===== config.mk =====
export PLATFORM = sky130hd
export DESIGN_NAME = inst_fetch
export DESIGN_NICKNAME = d
export VERILOG_FILES = /design/src/rtl/fetch_pkg.sv /design/src/rtl/sat_counter.sv /design/src/rtl/inst_fetch.sv
export SDC_FILE = /design/constraint.sdc
export NUM_CORES = 1
export LEC_CHECK = 0
export CAP_MARGIN = 20
export CORE_ASPECT_RATIO = 0.8
export CORE_MARGIN = 2
export CORE_UTILIZATION = 43
export DETAILED_ROUTE_END_ITERATION = 8
export HOLD_SLACK_MARGIN = 0.05
export PLACE_DENSITY = 0.86
export SKIP_LAST_GASP = 1
export SLEW_MARGIN = 20
export SYNTH_ARGS = -nofsm -noshare
export SYNTH_HDL_FRONTEND = slang
export SYNTH_SLANG_ARGS = --single-unit

===== constraint.sdc =====
create_clock -name Clk -period 1.7 [get_ports Clk]
set_input_delay 0.34 -clock Clk [delete_from_list [all_inputs] [get_ports Clk]]
set_output_delay 0.34 -clock Clk [all_outputs]
set_load 0.05 [all_outputs]

===== src/rtl/fetch_pkg.sv =====
// Shared fetch-stage types and widths; decode imports HALT_INST_DEFAULT so
// both stages agree on the halt encoding.
package fetch_pkg;

   localparam int PC_W   = 8;
   localparam int INST_W = 9;
   localparam int CNT_W  = 16;

   localparam logic [INST_W-1:0] HALT_INST_DEFAULT = 9'h1FF;

   typedef enum logic [1:0] {
      ST_IDLE   = 2'd0,
      ST_RUN    = 2'd1,
      ST_HALTED = 2'd2
   } fetch_state_t;

endpackage


===== src/rtl/sat_counter.sv =====
// Up-counter with synchronous clear that sticks at all-ones instead of wrapping.
module sat_counter #(
   parameter int W = 16
) (
   input  logic         clk,
   input  logic         rst_n,
   input  logic         clr_i,
   input  logic         en_i,
   output logic [W-1:0] count_o
);

   logic [W-1:0] count_q, count_d;

   always_comb begin
      count_d = count_q;
      if (clr_i) begin
         count_d = '0;
      end else if (en_i && (count_q != '1)) begin
         count_d = count_q + W'(1);
      end
   end

   always_ff @(posedge clk or negedge rst_n) begin
      if (!rst_n) begin
         count_q <= '0;
      end else begin
         count_q <= count_d;
      end
   end

   assign count_o = count_q;

endmodule


===== src/rtl/inst_fetch.sv =====
// Fetch stage: PC drives the combinational ROM, the returned word is captured
// into IR and offered to decode; branches redirect, HALT_INST stops fetching.
module inst_fetch
   import fetch_pkg::*;
#(
   parameter logic [PC_W-1:0]   RESET_PC  = 8'h00,
   parameter logic [INST_W-1:0] HALT_INST = HALT_INST_DEFAULT
) (
   input  logic              Clk,
   input  logic              Reset_n,
   input  logic              Start,
   output logic [PC_W-1:0]   Address,
   input  logic [INST_W-1:0] Instruction,
   input  logic              BranchTaken,
   input  logic [PC_W-1:0]   BranchTarget,
   output logic [INST_W-1:0] IR,
   output logic              IRValid,
   input  logic              IRReady,
   output logic              Halted,
   output logic [CNT_W-1:0]  InstCount,
   output fetch_state_t      DbgState
);

   // IR/IRValid is a valid/ready source: a word transfers on an edge where
   // IRValid && IRReady; while IRValid && !IRReady, IR and IRValid hold unless
   // a branch or Start squashes the word.

   fetch_state_t      state_q, state_d;
   logic [PC_W-1:0]   pc_q, pc_d;
   logic [INST_W-1:0] ir_q, ir_d;
   logic              ir_valid_q, ir_valid_d;
   logic              halted_q, halted_d;
   logic              load, accept, redirect;

   assign redirect = BranchTaken && (state_q != ST_IDLE);
   assign load     = (state_q == ST_RUN) && !BranchTaken && (!ir_valid_q || IRReady);
   assign accept   = ir_valid_q && IRReady && !BranchTaken;

   always_comb begin
      state_d    = state_q;
      pc_d       = pc_q;
      ir_d       = ir_q;
      ir_valid_d = ir_valid_q;
      halted_d   = halted_q;
      if (Start) begin
         state_d    = ST_RUN;
         pc_d       = RESET_PC;
         ir_valid_d = 1'b0;
         halted_d   = 1'b0;
      end else if (redirect) begin
         state_d    = ST_RUN;
         pc_d       = BranchTarget;
         ir_valid_d = 1'b0;
         halted_d   = 1'b0;
      end else begin
         case (state_q)
            ST_RUN: begin
               if (load) begin
                  ir_d       = Instruction;
                  ir_valid_d = 1'b1;
                  // The PC stays on the halt word so Address points at it.
                  if (Instruction == HALT_INST) begin
                     state_d  = ST_HALTED;
                     halted_d = 1'b1;
                  end else begin
                     pc_d = pc_q + 8'd1;
                  end
               end
            end
            ST_HALTED: begin
               if (accept) begin
                  ir_valid_d = 1'b0;
               end
            end
            default: ;
         endcase
      end
   end

   always_ff @(posedge Clk or negedge Reset_n) begin
      if (!Reset_n) begin
         state_q    <= ST_IDLE;
         pc_q       <= RESET_PC;
         ir_q       <= '0;
         ir_valid_q <= 1'b0;
         halted_q   <= 1'b0;
      end else begin
         state_q    <= state_d;
         pc_q       <= pc_d;
         ir_q       <= ir_d;
         ir_valid_q <= ir_valid_d;
         halted_q   <= halted_d;
      end
   end

   sat_counter #(.W(CNT_W)) u_inst_count (
      .clk     (Clk),
      .rst_n   (Reset_n),
      .clr_i   (Start),
      .en_i    (accept),
      .count_o (InstCount)
   );

   assign Address  = pc_q;
   assign IR       = ir_q;
   assign IRValid  = ir_valid_q;
   assign Halted   = halted_q;
   assign DbgState = state_q;

endmodule


Word level (Yosys, flattened, before mapping)

Index checks and enable logic that the tools add are counted.

Reductions and logical operators: 19
Eq/ne operators: 7
Muxes and demuxes: 22
Bitwise gates (word level): 2
Add/sub/neg operators: 2

Operators by type and width:

| operator                                               | count |
|---|---|
| 2-to-1 mux 8 bit                                       | 5 |
| 2-to-1 mux 16 bit                                      | 2 |
| adder 16 x 1 -> 16 bit (second input constant)         | 1 |
| inequality test 16 bit (second input constant)         | 1 |
| 2-to-1 mux 2 bit                                       | 5 |
| equality test 9 bit (second input constant)            | 1 |
| 2-to-1 mux 1 bit                                       | 9 |
| AND reduction 3 bit                                    | 3 |
| nonzero test 3 bit                                     | 3 |
| adder 8 x 1 -> 8 bit (second input constant)           | 1 |
| logical AND 1 bit                                      | 6 |
| inequality test 4 x 3 -> 1 bit (second input constant) | 1 |
| inequality test 4 bit (second input constant)          | 1 |
| AND reduction 4 bit                                    | 1 |
| nonzero test 2 bit                                     | 2 |
| nonzero test 4 bit                                     | 1 |
| inequality test 3 bit (second input constant)          | 1 |
| equality test 2 x 1 -> 1 bit (second input constant)   | 1 |
| equality test 2 bit (second input constant)            | 1 |
| zero test 1 bit                                        | 2 |
| inverter 1 bit                                         | 2 |
| case mux 1 bit (2 select lines)                        | 1 |
| logical OR 1 bit                                       | 1 |

Bits in registers: 37
Output and inout bits: 37
Bits of input ports: 22
Logic and storage cells: 58

Longest topological paths before layout

Gate-level depths: netlist (run 1).

Depth in word-level cells: 7
Mapped depth: 8
Depth with buffers taken out: 6

Hierarchy

A second synthesis (run 1) with hierarchy kept.

Cell total of the unflattened synthesis: 204
Area total of the unflattened synthesis: 2058.2 sq um

Modules (own cells, without submodules):

| module      | instances | area an instance (sq um) | seq. area each (sq um) | cells an instance |
|---|---|---|---|---|
| inst_fetch  | 1         | 1116.1                   | 500.5                  | 106 |
| sat_counter | 1         | 942.2                    | 400.4                  | 98 |

Worst setup path after synthesis (run 1)

OpenSTA, ideal clock, no wires.

Kind: register to register
From: register u_inst_count.count_q[0], in the netlist u_inst_count.count_o[0]
To: register u_inst_count.count_q[12], in the netlist u_inst_count.count_o[12]
Slack: -0.412 ns
Cell stages (with the launch flop): 7
Clock period less this slack: 2.112 ns
Library setup time: 0.078 ns
Buffers on the path: 1
Required time: 1.622 ns
Arrival: 2.034 ns
Cells stage by stage: dfrtp_1 > ha_1 > nand4_1 > or3_1 > clkbuf_1 > or4_1 > a21oi_1

Longest elaborated chain between the ends: 3
Elaborated cells between the ends (all ways): 6
Those cells by class: 1 x add/sub; 1 x eq/ne; 2 x mux; 2 x reduce/logical

Ends and longest elaborated chain:

| element                                                          | line                                 | RTL |
|---|---|---|
| from (decl)                                                      | sat_counter.sv:12                    | `logic [W-1:0] count_q, count_d;` |
| from (signal assigned)                                           | sat_counter.sv:27                    | `count_q <= count_d;` |
| adder 16 x 1 -> 16 bit or inequality test 16 bit (tied branches) | sat_counter.sv:19, sat_counter.sv:18 |  |
| 2-to-1 mux 16 bit or logical AND 1 bit (tied branches)           | sat_counter.sv:18                    | `end else if (en_i && (count_q != '1)) begin` |
| 2-to-1 mux 16 bit or nonzero test 2 bit (tied branches)          | -                                    |  |

Parallel ways exist; a longest one is shown, timed or not. The select of a mux whose other input is x is not followed.
A chain may end at the register's enable or synchronous reset.

Worst setup path in the final report (run 1)

From: register u_inst_count.count_q[1], in the netlist u_inst_count.count_o[1]
To: register u_inst_count.count_q[12], in the netlist u_inst_count.count_o[12]

Same word-level chain as after synthesis.

==> flow_summary.html, run 1 <==
<table>
<tr><th>Metric</th><th>Value</th></tr>
<tr><th colspan="2">Power</th></tr>
<tr><td>Proportion of power drawn by combinational gates</td><td>between 20% and 30%</td></tr>
<tr><td>Share of total power in sequential cells</td><td>between 40% and 50%</td></tr>
<tr><td>Leakage power of the design</td><td>1.347 nW</td></tr>
<tr><td>Max rail drop VDD</td><td>around 0.54 mV</td></tr>
<tr><td>Switch Pwr</td><td>approximately 0.00071 W</td></tr>
<tr><td>Internal Dissipation</td><td>approximately 0.0014 W</td></tr>
<tr><td>Total power density per cell area</td><td>between 600 and 700 nW/µm²</td></tr>
<tr><td>Switching share of power</td><td>between 30% and 40%</td></tr>
<tr><td>Power share of the clock group</td><td>roughly 30%</td></tr>
<tr><th colspan="2">Timing</th></tr>
<tr><td>Post-layout worst setup margin</td><td>-0.06066 ns</td></tr>
<tr><td>Max_slew headroom</td><td>between 70 and 80%</td></tr>
<tr><td>Final number of hold-violating endpoints</td><td>0</td></tr>
<tr><td>Total Neg Setup Slack</td><td>-0.2745 ns</td></tr>
<tr><td>Clock Skew</td><td>~0.007 ns</td></tr>
<tr><td>RSZ-0062 raised after global routing</td><td>yes</td></tr>
<tr><td>Maximum frequency from static timing analysis</td><td>0.5680 GHz</td></tr>
<tr><td>Final setup fails</td><td>9</td></tr>
<tr><td>Slew of the pin with the lowest slew margin</td><td>slightly below 0.4 ns</td></tr>
<tr><td>Share of the clock period used by the worst path</td><td>103.6%</td></tr>
<tr><td>Number of pins with negative max-slew slack in the final report</td><td>0</td></tr>
<tr><td>Clock period minus final worst setup slack</td><td>between 1.5 and 2 ns</td></tr>
<tr><th colspan="2">Synthesis</th></tr>
<tr><td>Count of unique library cells instantiated by Yosys</td><td>between 40 and 50</td></tr>
<tr><td>Total standard cell area after synthesis</td><td>1998 µm²</td></tr>
<tr><td>Main synth FF type</td><td>dfrtp_1</td></tr>
<tr><td>Register bit total from synthesis</td><td>36</td></tr>
<tr><td>Post-synthesis cell count</td><td>around 210</td></tr>
<tr><td>Proportion of synthesized flip-flops having asynchronous set or reset</td><td>100.0%</td></tr>
<tr><td>Mean post-synth cell area</td><td>9.561 µm²</td></tr>
<tr><td>Seq/Total Area, Yosys</td><td>45.08%</td></tr>
<tr><td>Net count after synthesis</td><td>about 240</td></tr>
<tr><td>Number of synthesized flops with an enable pin</td><td>0</td></tr>
<tr><td>Number of warnings printed during yosys synthesis</td><td>0</td></tr>
<tr><th colspan="2">GRT</th></tr>
<tr><td>Total GRT Usage</td><td>22.86%</td></tr>
<tr><td>Remaining global-route overflow</td><td>0</td></tr>
<tr><td>Wire length of the first global-routing pass</td><td>between 9 and 10 mm</td></tr>
<tr><td>Via count of the first global-routing pass</td><td>1,947</td></tr>
<tr><td>Largest net degree at the start of global routing</td><td>37</td></tr>
<tr><td>Number of antenna violations at the first check in global routing</td><td>0</td></tr>
<tr><th colspan="2">Critical path</th></tr>
<tr><td>Type of destination of the critical path</td><td>flop</td></tr>
<tr><td>Highest net fanout along the worst path</td><td>7</td></tr>
<tr><td>R2R Setup Slk</td><td>-0.06 ns</td></tr>
<tr><td>Crit path kind</td><td>reg2reg</td></tr>
<tr><td>Signal arrival time at the worst endpoint</td><td>a little under 2 ns</td></tr>
<tr><td>Startpoint kind of the worst setup timing path</td><td>flop</td></tr>
<tr><td>CP startpoint</td><td>u_inst_count.count_o[1]</td></tr>
<tr><td>Startpoint of the worst register-to-register path</td><td>u_inst_count.count_o[1]</td></tr>
<tr><td>Cells on worst reg2reg path</td><td>5</td></tr>
<tr><td>Req. time, crit path</td><td>~1.9 ns</td></tr>
<tr><td>Worst reg2reg path endpoint</td><td>u_inst_count.count_o[12]</td></tr>
<tr><th colspan="2">Layout</th></tr>
<tr><td>Ratio of cells with drive above 1 in the final layout</td><td>about half</td></tr>
<tr><td>Highest-count cells in the layout ignoring fill and taps</td><td>79 x buf_4, 19 x dfrtp_2, 19 x nand2_1, 19 x clkdlybuf4s50_1, 17 x dfrtp_1</td></tr>
<tr><td>Area growth syn-to-layout</td><td>60.99%</td></tr>
<tr><td>Number of nets at the end of the flow</td><td>~340</td></tr>
<tr><td>Final Non-Filler Cells</td><td>around 370</td></tr>
<tr><td>Number of antenna repair diodes</td><td>0</td></tr>
<tr><td>Most common library cell in the layout ignoring fill and taps</td><td>buf_4</td></tr>
<tr><th colspan="2">Clocking</th></tr>
<tr><td>Clock slew at reported path FFs</td><td>0.08 ns</td></tr>
<tr><td>Number of sinks on the clock net</td><td>36</td></tr>
<tr><td>Hold Buf Count CTS</td><td>0</td></tr>
<tr><td>Buffer levels on the longest clock path</td><td>2</td></tr>
<tr><td>Number of buffers created by CTS</td><td>5</td></tr>
<tr><td>Root cell of the clock tree</td><td>clkbuf_8</td></tr>
<tr><td>Clock insertion delay at the later pin of the skew report</td><td>about 0.30 ns</td></tr>
<tr><td>CTS tree</td><td>yes</td></tr>
<tr><td>Max H-tree Level</td><td>2</td></tr>
<tr><th colspan="2">Routing</th></tr>
<tr><td>Vias after detailed routing</td><td>~2,100</td></tr>
<tr><td>Aggregate routed wire length</td><td>approximately 6.1 mm</td></tr>
<tr><td>Drt via density</td><td>approximately 5.6</td></tr>
<tr><td>First DRT Iteration DRCs</td><td>152</td></tr>
<tr><td>WL per Instance</td><td>around 16 µm</td></tr>
<tr><td>DRC violations left</td><td>0</td></tr>
<tr><td>Final antenna-violating net count</td><td>0</td></tr>
<tr><td>Number of detailed-routing iterations run before antenna repair</td><td>4</td></tr>
<tr><th colspan="2">Worst hold path</th></tr>
<tr><td>Worst min-delay path category</td><td>in2async</td></tr>
<tr><th colspan="2">Placed design</th></tr>
<tr><td>Detailed Place HPWL</td><td>3.929 mm</td></tr>
<tr><td>Placer congestion estimate</td><td>~0.85</td></tr>
<tr><td># port buffers</td><td>slightly below 60</td></tr>
<tr><td>Instance count after placement with tap cells included</td><td>around 350</td></tr>
<tr><th colspan="2">Floorplan</th></tr>
<tr><td>Initial Utilization</td><td>roughly 44%</td></tr>
<tr><td>Die boundary height</td><td>around 65 µm</td></tr>
<tr><td>FP Rows</td><td>22</td></tr>
<tr><td>Floorplan Core Area</td><td>about 4500 µm²</td></tr>
<tr><td>I/O pin count</td><td>59</td></tr>
<tr><td>Width of the chip</td><td>80.22 µm</td></tr>
<tr><td>Total die area</td><td>approximately 5200 µm²</td></tr>
<tr><th colspan="2">Flow run</th></tr>
<tr><td>Number of maximum-capacitance violations</td><td>0</td></tr>
<tr><th colspan="2">Status</th></tr>
<tr><td>Run status</td><td>complete, but fails checks</td></tr>
<tr><td>Violations in the final reports</td><td>setup timing</td></tr>
</table>
[synth_stat cells, types with 2 or more instances]
| cell type | instances | share of area, % |
|---|---|---|
| dfrtp_1 | 36 | 45 |
| nand2_1 | 19 | 3.6 |
| a21oi_1 | 15 | 3.8 |
| nor2_1 | 14 | 2.6 |
| mux2_2 | 13 | 7.3 |
| o21ai_0 | 10 | 2.5 |
| clkbuf_1 | 8 | 1.5 |
| nand3_1 | 8 | 2.0 |
| nor4_1 | 8 | 2.5 |
| or4_1 | 8 | 3.0 |
| inv_1 | 6 | 1.1 |
| o31ai_1 | 6 | 2.3 |
| or3_1 | 6 | 1.9 |
| ha_1 | 5 | 3.1 |
| nor2b_1 | 5 | 1.6 |
| nor3_1 | 5 | 1.3 |
| o311ai_0 | 5 | 2.2 |
| nand4_1 | 4 | 1.3 |
| buf_1 | 2 | 0.38 |
| o21a_1 | 2 | 0.75 |
| o22ai_1 | 2 | 0.63 |
| o31a_1 | 2 | 0.88 |
| or2_2 | 2 | 0.63 |
[cells by family after synthesis]
group | synth area share [%]
AOI/OAI and AO/OA | 16.03
adders and majority gates | 3.131
buffers and inverters | 3.632
DFF | 45.08
muxes | 7.827
and+or+nand+nor | 24.30
[cell type report]
type | instances | area, µm²
inverters | 6 | 22.52
fillers | 304 | 1325
well taps | 60 | 75.07
flip-flops and latches | 36 | 924.6
repair buffers | 108 | 919.6
multi-input cells | 155 | 1182
clock buffers | 5 | 68.82
clock inverters | 3 | 23.77
[worst max-delay path, cell delays in order, from the launching register on]
cell,delay [ns]
dfrtp_2,0.41
ha_4,0.14
nand4_1,0.10
or3_4,0.43
or4_4,0.45
a21oi_4,0.15
[state kept, by name (all words and copies together) (netlist names)]
name                  count
Halted                    1
Address                   8
IR                        9
DbgState                  1
u_inst_count.count_o     16
IRValid                   1
[worst max-delay path by stage]
stage	end	cells after the start	slack (ns)
5_1_grt	u_inst_count.count_o[14]	6	-0.13
6_report	u_inst_count.count_o[12]	5	-0.06
4_1_cts	u_inst_count.count_o[7]	5	-0.03
3_5_place_dp	u_inst_count.count_o[15]	5	-0.46
2_1_floorplan	u_inst_count.count_o[12]	6	-0.22
3_3_place_gp	u_inst_count.count_o[15]	5	-0.43
[per-layer routing]
metal	vias to the layer above	share of wire, %	GRT usage, %
met1	1005	44	29.18
met4	0	1.5	11.02
li1	995	-	-
met5	-	0	0
met3	12	5.4	5.153
met2	72	49	36.67
[through the flow]
stage	power, W	worst slack, ns	instance area (µm²)	utilization (%)	hold WS [ns]
global route	0.002222	-0.1259	3217	70.83	0.4137
detailed placement	0.001484	-0.4650	2907	63.99	0.4969
global placement	0.001474	-0.4271	2907	63.99	0.4929
finish	0.002116	-0.06066	3217	70.83	0.4070
CTS	0.002113	-0.03416	3082	67.85	0.4138
floorplan	0.001257	-0.2231	2082	-	0.04441
[power by group through the flow]
| stage | combinational, W | sequential [W] | clock (W) |
|---|---|---|---|
| floorplan | 0.000111 | 0.00115 | 0 |
| global placement | 0.000510 | 0.000963 | 0 |
| detailed placement | 0.000518 | 0.000966 | 0 |
| CTS | 0.000522 | 0.000948 | 0.000643 |
| global route | 0.000560 | 0.000958 | 0.000704 |
| finish | 0.000532 | 0.000949 | 0.000635 |
[timing repair]
action                                  4_1_cts  5_1_grt
endpoints found under the setup margin        9       29
gates resized for setup                      10       26
pin swaps                                    10        8
buffers inserted                              7        5
cloned                                        0        1
Note: power is estimated with default switching activity, not from simulation.
==> inputs of run 2 (changes only) <==
--- a/config.mk
+++ b/config.mk
@@ -12,6 +12,7 @@
 export DETAILED_ROUTE_END_ITERATION = 8
 export HOLD_SLACK_MARGIN = 0.05
 export PLACE_DENSITY = 0.86
+export SETUP_SLACK_MARGIN = 0.1
 export SKIP_LAST_GASP = 1
 export SLEW_MARGIN = 20
 export SYNTH_ARGS = -nofsm -noshare
==> run 2 against run 1 <==
Compared with the run above:
- the run still ends with setup timing left
- final cell count rose by 0.54%
- sequential power is 0.5% higher
- flip-flop and latch count unchanged
- cell area rose by 4.6%
- first-iteration DRC count shrank 0.66%
- setup slack better by 0.032 ns
- clock power increased by 17%
- hold slack better by 0.014 ns
- total power is 7.4% higher
- sequential share of layout area is 1.2 points lower
- via count up 5.3%
- critical path type unchanged
==> flow_summary.html, run 2 (synthesized netlist as in run 1, its figures left out) <==
<table>
<tr><th>Metric</th><th>Value</th></tr>
<tr><th colspan="2">Critical path</th></tr>
<tr><td>Req. time, crit path</td><td>1.92 ns (was 1.93 ns)</td></tr>
<tr><td>Startpoint of the worst register-to-register path</td><td>u_inst_count.count_o[9] (was u_inst_count.count_o[1])</td></tr>
<tr><td>Cells on worst reg2reg path</td><td>4 (was 5)</td></tr>
<tr><td>Crit path kind</td><td>reg2reg (unchanged)</td></tr>
<tr><td>Type of destination of the critical path</td><td>flop (unchanged)</td></tr>
<tr><td>Worst path depth</td><td>4 (was 5)</td></tr>
<tr><td>R2R Setup Slk</td><td>-0.03 ns (was -0.06 ns)</td></tr>
<tr><td>Worst reg2reg path endpoint</td><td>u_inst_count.count_o[15] (was u_inst_count.count_o[12])</td></tr>
<tr><td>Worst stage delay on the critical path</td><td>0.53 ns (was 0.45 ns)</td></tr>
<tr><td>Highest net fanout along the worst path</td><td>4 (was 7)</td></tr>
<tr><td>Startpoint kind of the worst setup timing path</td><td>flop (unchanged)</td></tr>
<tr><td>Worst path top cell family by delay</td><td>simple AND/OR/NAND/NOR gates (unchanged)</td></tr>
<tr><td>Combined buffer and inverter count along the critical path</td><td>0 (unchanged)</td></tr>
<tr><td>Max stage delay cell, worst path</td><td>or4_4 (unchanged)</td></tr>
<tr><td>Worst path most repeated cell</td><td>or4_4</td></tr>
<tr><td>Signal arrival time at the worst endpoint</td><td>1.95 ns (was 1.99 ns)</td></tr>
<tr><td>Crit path cell chain</td><td>nand3_2, or4_4, or4_4, a21oi_2 (was ha_4, nand4_1, or3_4, or4_4, a21oi_4)</td></tr>
<tr><th colspan="2">Timing</th></tr>
<tr><td>Final number of hold-violating endpoints</td><td>0 (unchanged)</td></tr>
<tr><td>Number of pins with negative max-slew slack in the final report</td><td>0 (unchanged)</td></tr>
<tr><td>Clock period minus final worst setup slack</td><td>1.729 ns (was 1.761 ns)</td></tr>
<tr><td>Post-layout worst setup margin</td><td>-0.02887 ns (was -0.06066 ns)</td></tr>
<tr><td>Share of the clock period used by the worst path</td><td>101.7% (was 103.6%)</td></tr>
<tr><td>Clock Skew</td><td>0.005993 ns (was 0.007215 ns)</td></tr>
<tr><td>RSZ-0062 raised after global routing</td><td>yes (unchanged)</td></tr>
<tr><td>Max_slew headroom</td><td>67.21% (was 73.85%)</td></tr>
<tr><td>Final setup fails</td><td>5 (was 9)</td></tr>
<tr><td>Slew of the pin with the lowest slew margin</td><td>0.4900 ns (was 0.3873 ns)</td></tr>
<tr><td>Post-Route Hold Slack</td><td>0.4213 ns (was 0.4070 ns)</td></tr>
<tr><td>Maximum frequency from static timing analysis</td><td>0.5784 GHz (was 0.5680 GHz)</td></tr>
<tr><th colspan="2">Placed design</th></tr>
<tr><td># port buffers</td><td>58 (unchanged)</td></tr>
<tr><td>Placer congestion estimate</td><td>0.8196 (was 0.8546)</td></tr>
<tr><td>Instance count after placement with tap cells included</td><td>352 (unchanged)</td></tr>
<tr><td>Instance area after placement</td><td>2975 µm² (was 2907 µm²)</td></tr>
<tr><td>Detailed Place HPWL</td><td>4.082 mm (was 3.929 mm)</td></tr>
<tr><th colspan="2">Layout</th></tr>
<tr><td>Post-route cell area</td><td>3366 µm² (was 3217 µm²)</td></tr>
<tr><td>Flip-flop count of the largest register after layout</td><td>16 (unchanged)</td></tr>
<tr><td>Ratio of cells with drive above 1 in the final layout</td><td>53.02% (was 51.12%)</td></tr>
<tr><td>Number of nets at the end of the flow</td><td>341 (was 339)</td></tr>
<tr><td>Number of antenna repair diodes</td><td>0 (unchanged)</td></tr>
<tr><td>Most common library cell in the layout ignoring fill and taps</td><td>buf_4 (unchanged)</td></tr>
<tr><td>Fill cell total of the finished layout</td><td>313 (was 304)</td></tr>
<tr><td>Area growth syn-to-layout</td><td>68.44% (was 60.99%)</td></tr>
<tr><td>Highest-count cells in the layout ignoring fill and taps</td><td>79 x buf_4, 21 x dfrtp_2, 19 x clkdlybuf4s50_1 (was 79 x buf_4, 19 x dfrtp_2, 19 x nand2_1, 19 x clkdlybuf4s50_1, 17 x dfrtp_1)</td></tr>
<tr><td>Final Non-Filler Cells</td><td>375 (was 373)</td></tr>
<tr><th colspan="2">Floorplan</th></tr>
<tr><td>Total die area</td><td>5212 µm² (unchanged)</td></tr>
<tr><td>FP Rows</td><td>22 (unchanged)</td></tr>
<tr><td>I/O pin count</td><td>59 (unchanged)</td></tr>
<tr><td>Initial Utilization</td><td>43.99% (unchanged)</td></tr>
<tr><td>Width of the chip</td><td>80.22 µm (unchanged)</td></tr>
<tr><td>Floorplan Core Area</td><td>4542 µm² (unchanged)</td></tr>
<tr><td>Die boundary height</td><td>64.97 µm (unchanged)</td></tr>
<tr><th colspan="2">Status</th></tr>
<tr><td>Run status</td><td>complete, but fails checks (unchanged)</td></tr>
<tr><td>Violations in the final reports</td><td>setup timing (unchanged)</td></tr>
<tr><th colspan="2">Clocking</th></tr>
<tr><td>Max H-tree Level</td><td>2 (unchanged)</td></tr>
<tr><td>Clock insertion delay at the later pin of the skew report</td><td>0.29 ns (was 0.30 ns)</td></tr>
<tr><td>Number of sinks on the clock net</td><td>36 (unchanged)</td></tr>
<tr><td>Number of buffers created by CTS</td><td>5 (unchanged)</td></tr>
<tr><td>Buffer levels on the longest clock path</td><td>2 (unchanged)</td></tr>
<tr><td>CTS tree</td><td>yes (unchanged)</td></tr>
<tr><td>Clock slew at reported path FFs</td><td>0.07 ns (was 0.08 ns)</td></tr>
<tr><td>Root cell of the clock tree</td><td>clkbuf_8 (unchanged)</td></tr>
<tr><td>Hold Buf Count CTS</td><td>0 (unchanged)</td></tr>
<tr><th colspan="2">GRT</th></tr>
<tr><td>Wire length of the first global-routing pass</td><td>9.666 mm (was 9.080 mm)</td></tr>
<tr><td>Remaining global-route overflow</td><td>0 (unchanged)</td></tr>
<tr><td>Largest net degree at the start of global routing</td><td>37 (unchanged)</td></tr>
<tr><td>Total GRT Usage</td><td>23.80% (was 22.86%)</td></tr>
<tr><td>Via count of the first global-routing pass</td><td>2,045 (was 1,947)</td></tr>
<tr><td>Number of antenna violations at the first check in global routing</td><td>0 (unchanged)</td></tr>
<tr><th colspan="2">Routing</th></tr>
<tr><td>DRC violations left</td><td>0 (unchanged)</td></tr>
<tr><td>Number of detailed-routing iterations run before antenna repair</td><td>4 (unchanged)</td></tr>
<tr><td>Drt via density</td><td>5.851 (was 5.587)</td></tr>
<tr><td>Final antenna-violating net count</td><td>0 (unchanged)</td></tr>
<tr><td>Vias after detailed routing</td><td>2,194 (was 2,084)</td></tr>
<tr><td>Aggregate routed wire length</td><td>6.426 mm (was 6.060 mm)</td></tr>
<tr><td>First DRT Iteration DRCs</td><td>151 (was 152)</td></tr>
<tr><td>WL per Instance</td><td>17.14 µm (was 16.25 µm)</td></tr>
<tr><th colspan="2">Power</th></tr>
<tr><td>Max rail drop VDD</td><td>0.6429 mV (was 0.5390 mV)</td></tr>
<tr><td>Total power density per cell area</td><td>675.5 nW/µm² (was 657.9 nW/µm²)</td></tr>
<tr><td>Leakage power of the design</td><td>1.416 nW (was 1.347 nW)</td></tr>
<tr><th colspan="2">Worst hold path</th></tr>
<tr><td>Worst min-delay path category</td><td>in2async (unchanged)</td></tr>
<tr><th colspan="2">Flow run</th></tr>
<tr><td>Number of maximum-capacitance violations</td><td>0 (unchanged)</td></tr>
</table>
[run 2: changes by cell type in the layout (fill, tap and decap cells not counted), moves of 3 or more]
cell,before,now
a21oi_1,8,12
a21oi_2,6,3
mux2_2,13,5
mux2_4,0,8
[run 2: how the worst max path moves through the flow]
| stage | startpoint | to |
|---|---|---|
| 2_1_floorplan | u_inst_count.count_o[1] | u_inst_count.count_o[12] |
| 3_3_place_gp | IRReady | u_inst_count.count_o[15] |
| 3_5_place_dp | IRReady | u_inst_count.count_o[15] |
| 4_1_cts | u_inst_count.count_o[9] | u_inst_count.count_o[15] |
| 5_1_grt | u_inst_count.count_o[1] | u_inst_count.count_o[15] |
| 6_report | u_inst_count.count_o[9] | u_inst_count.count_o[15] |
[run 2: where the power goes]
group          internal [W]  leakage (nW)  switching, W
combinational      0.000236         0.923      0.000338
clock              0.000435        0.0552      0.000310
sequential         0.000909         0.438     0.0000452
total               0.00158          1.42      0.000693
[run 2: timing repair]
item | in CTS | in global routing
pin swaps | 9 | 8
setup buffers | 7 | 6
cloned | 0 | 2
endpoints found under the setup margin | 31 | 34
gates resized for setup | 14 | 29
[run 2: layout make-up]
type	count	area, µm²	area share (%)
multi-input cells	155	1264	37.55
repair buffers	110	964.7	28.66
flip-flops and latches	36	927.1	27.55
well taps	60	75.07	2.230
clock buffers	6	72.57	2.156
clock inverters	2	35.03	1.041
inverters	6	27.53	0.8178
[run 2: routing by layer]
layer  wire, µm  up-vias  GRT usage, %
li1           -      991             -
met1       2754     1072         32.77
met2       3095      118         37.81
met3        469       13         4.457
met4        106        0         7.839
met5          0        -             0
[run 2: metrics by stage]
stage / total power (W) / util, % / setup TNS (ns) / setup slack [ns]
floorplan: 0.001287 / - / -1.823 / -0.2231
global placement: 0.001500 / 65.51 / -8.233 / -0.4275
detailed placement: 0.001513 / 65.51 / -9.261 / -0.4716
CTS: 0.002264 / 70.25 / -0.05967 / -0.03453
global route: 0.002368 / 74.10 / -0.9176 / -0.09211
finish: 0.002274 / 74.10 / -0.07317 / -0.02887
==> inputs of run 3 (changes only) <==
--- a/config.mk
+++ b/config.mk
@@ -5,7 +5,6 @@
 export SDC_FILE = /design/constraint.sdc
 export NUM_CORES = 1
 export LEC_CHECK = 0
-export CAP_MARGIN = 20
 export CORE_ASPECT_RATIO = 0.8
 export CORE_MARGIN = 2
 export CORE_UTILIZATION = 43
==> results of run 3 <==
Same layout as run 2: the final DEF is identical, and so are final timing and power.
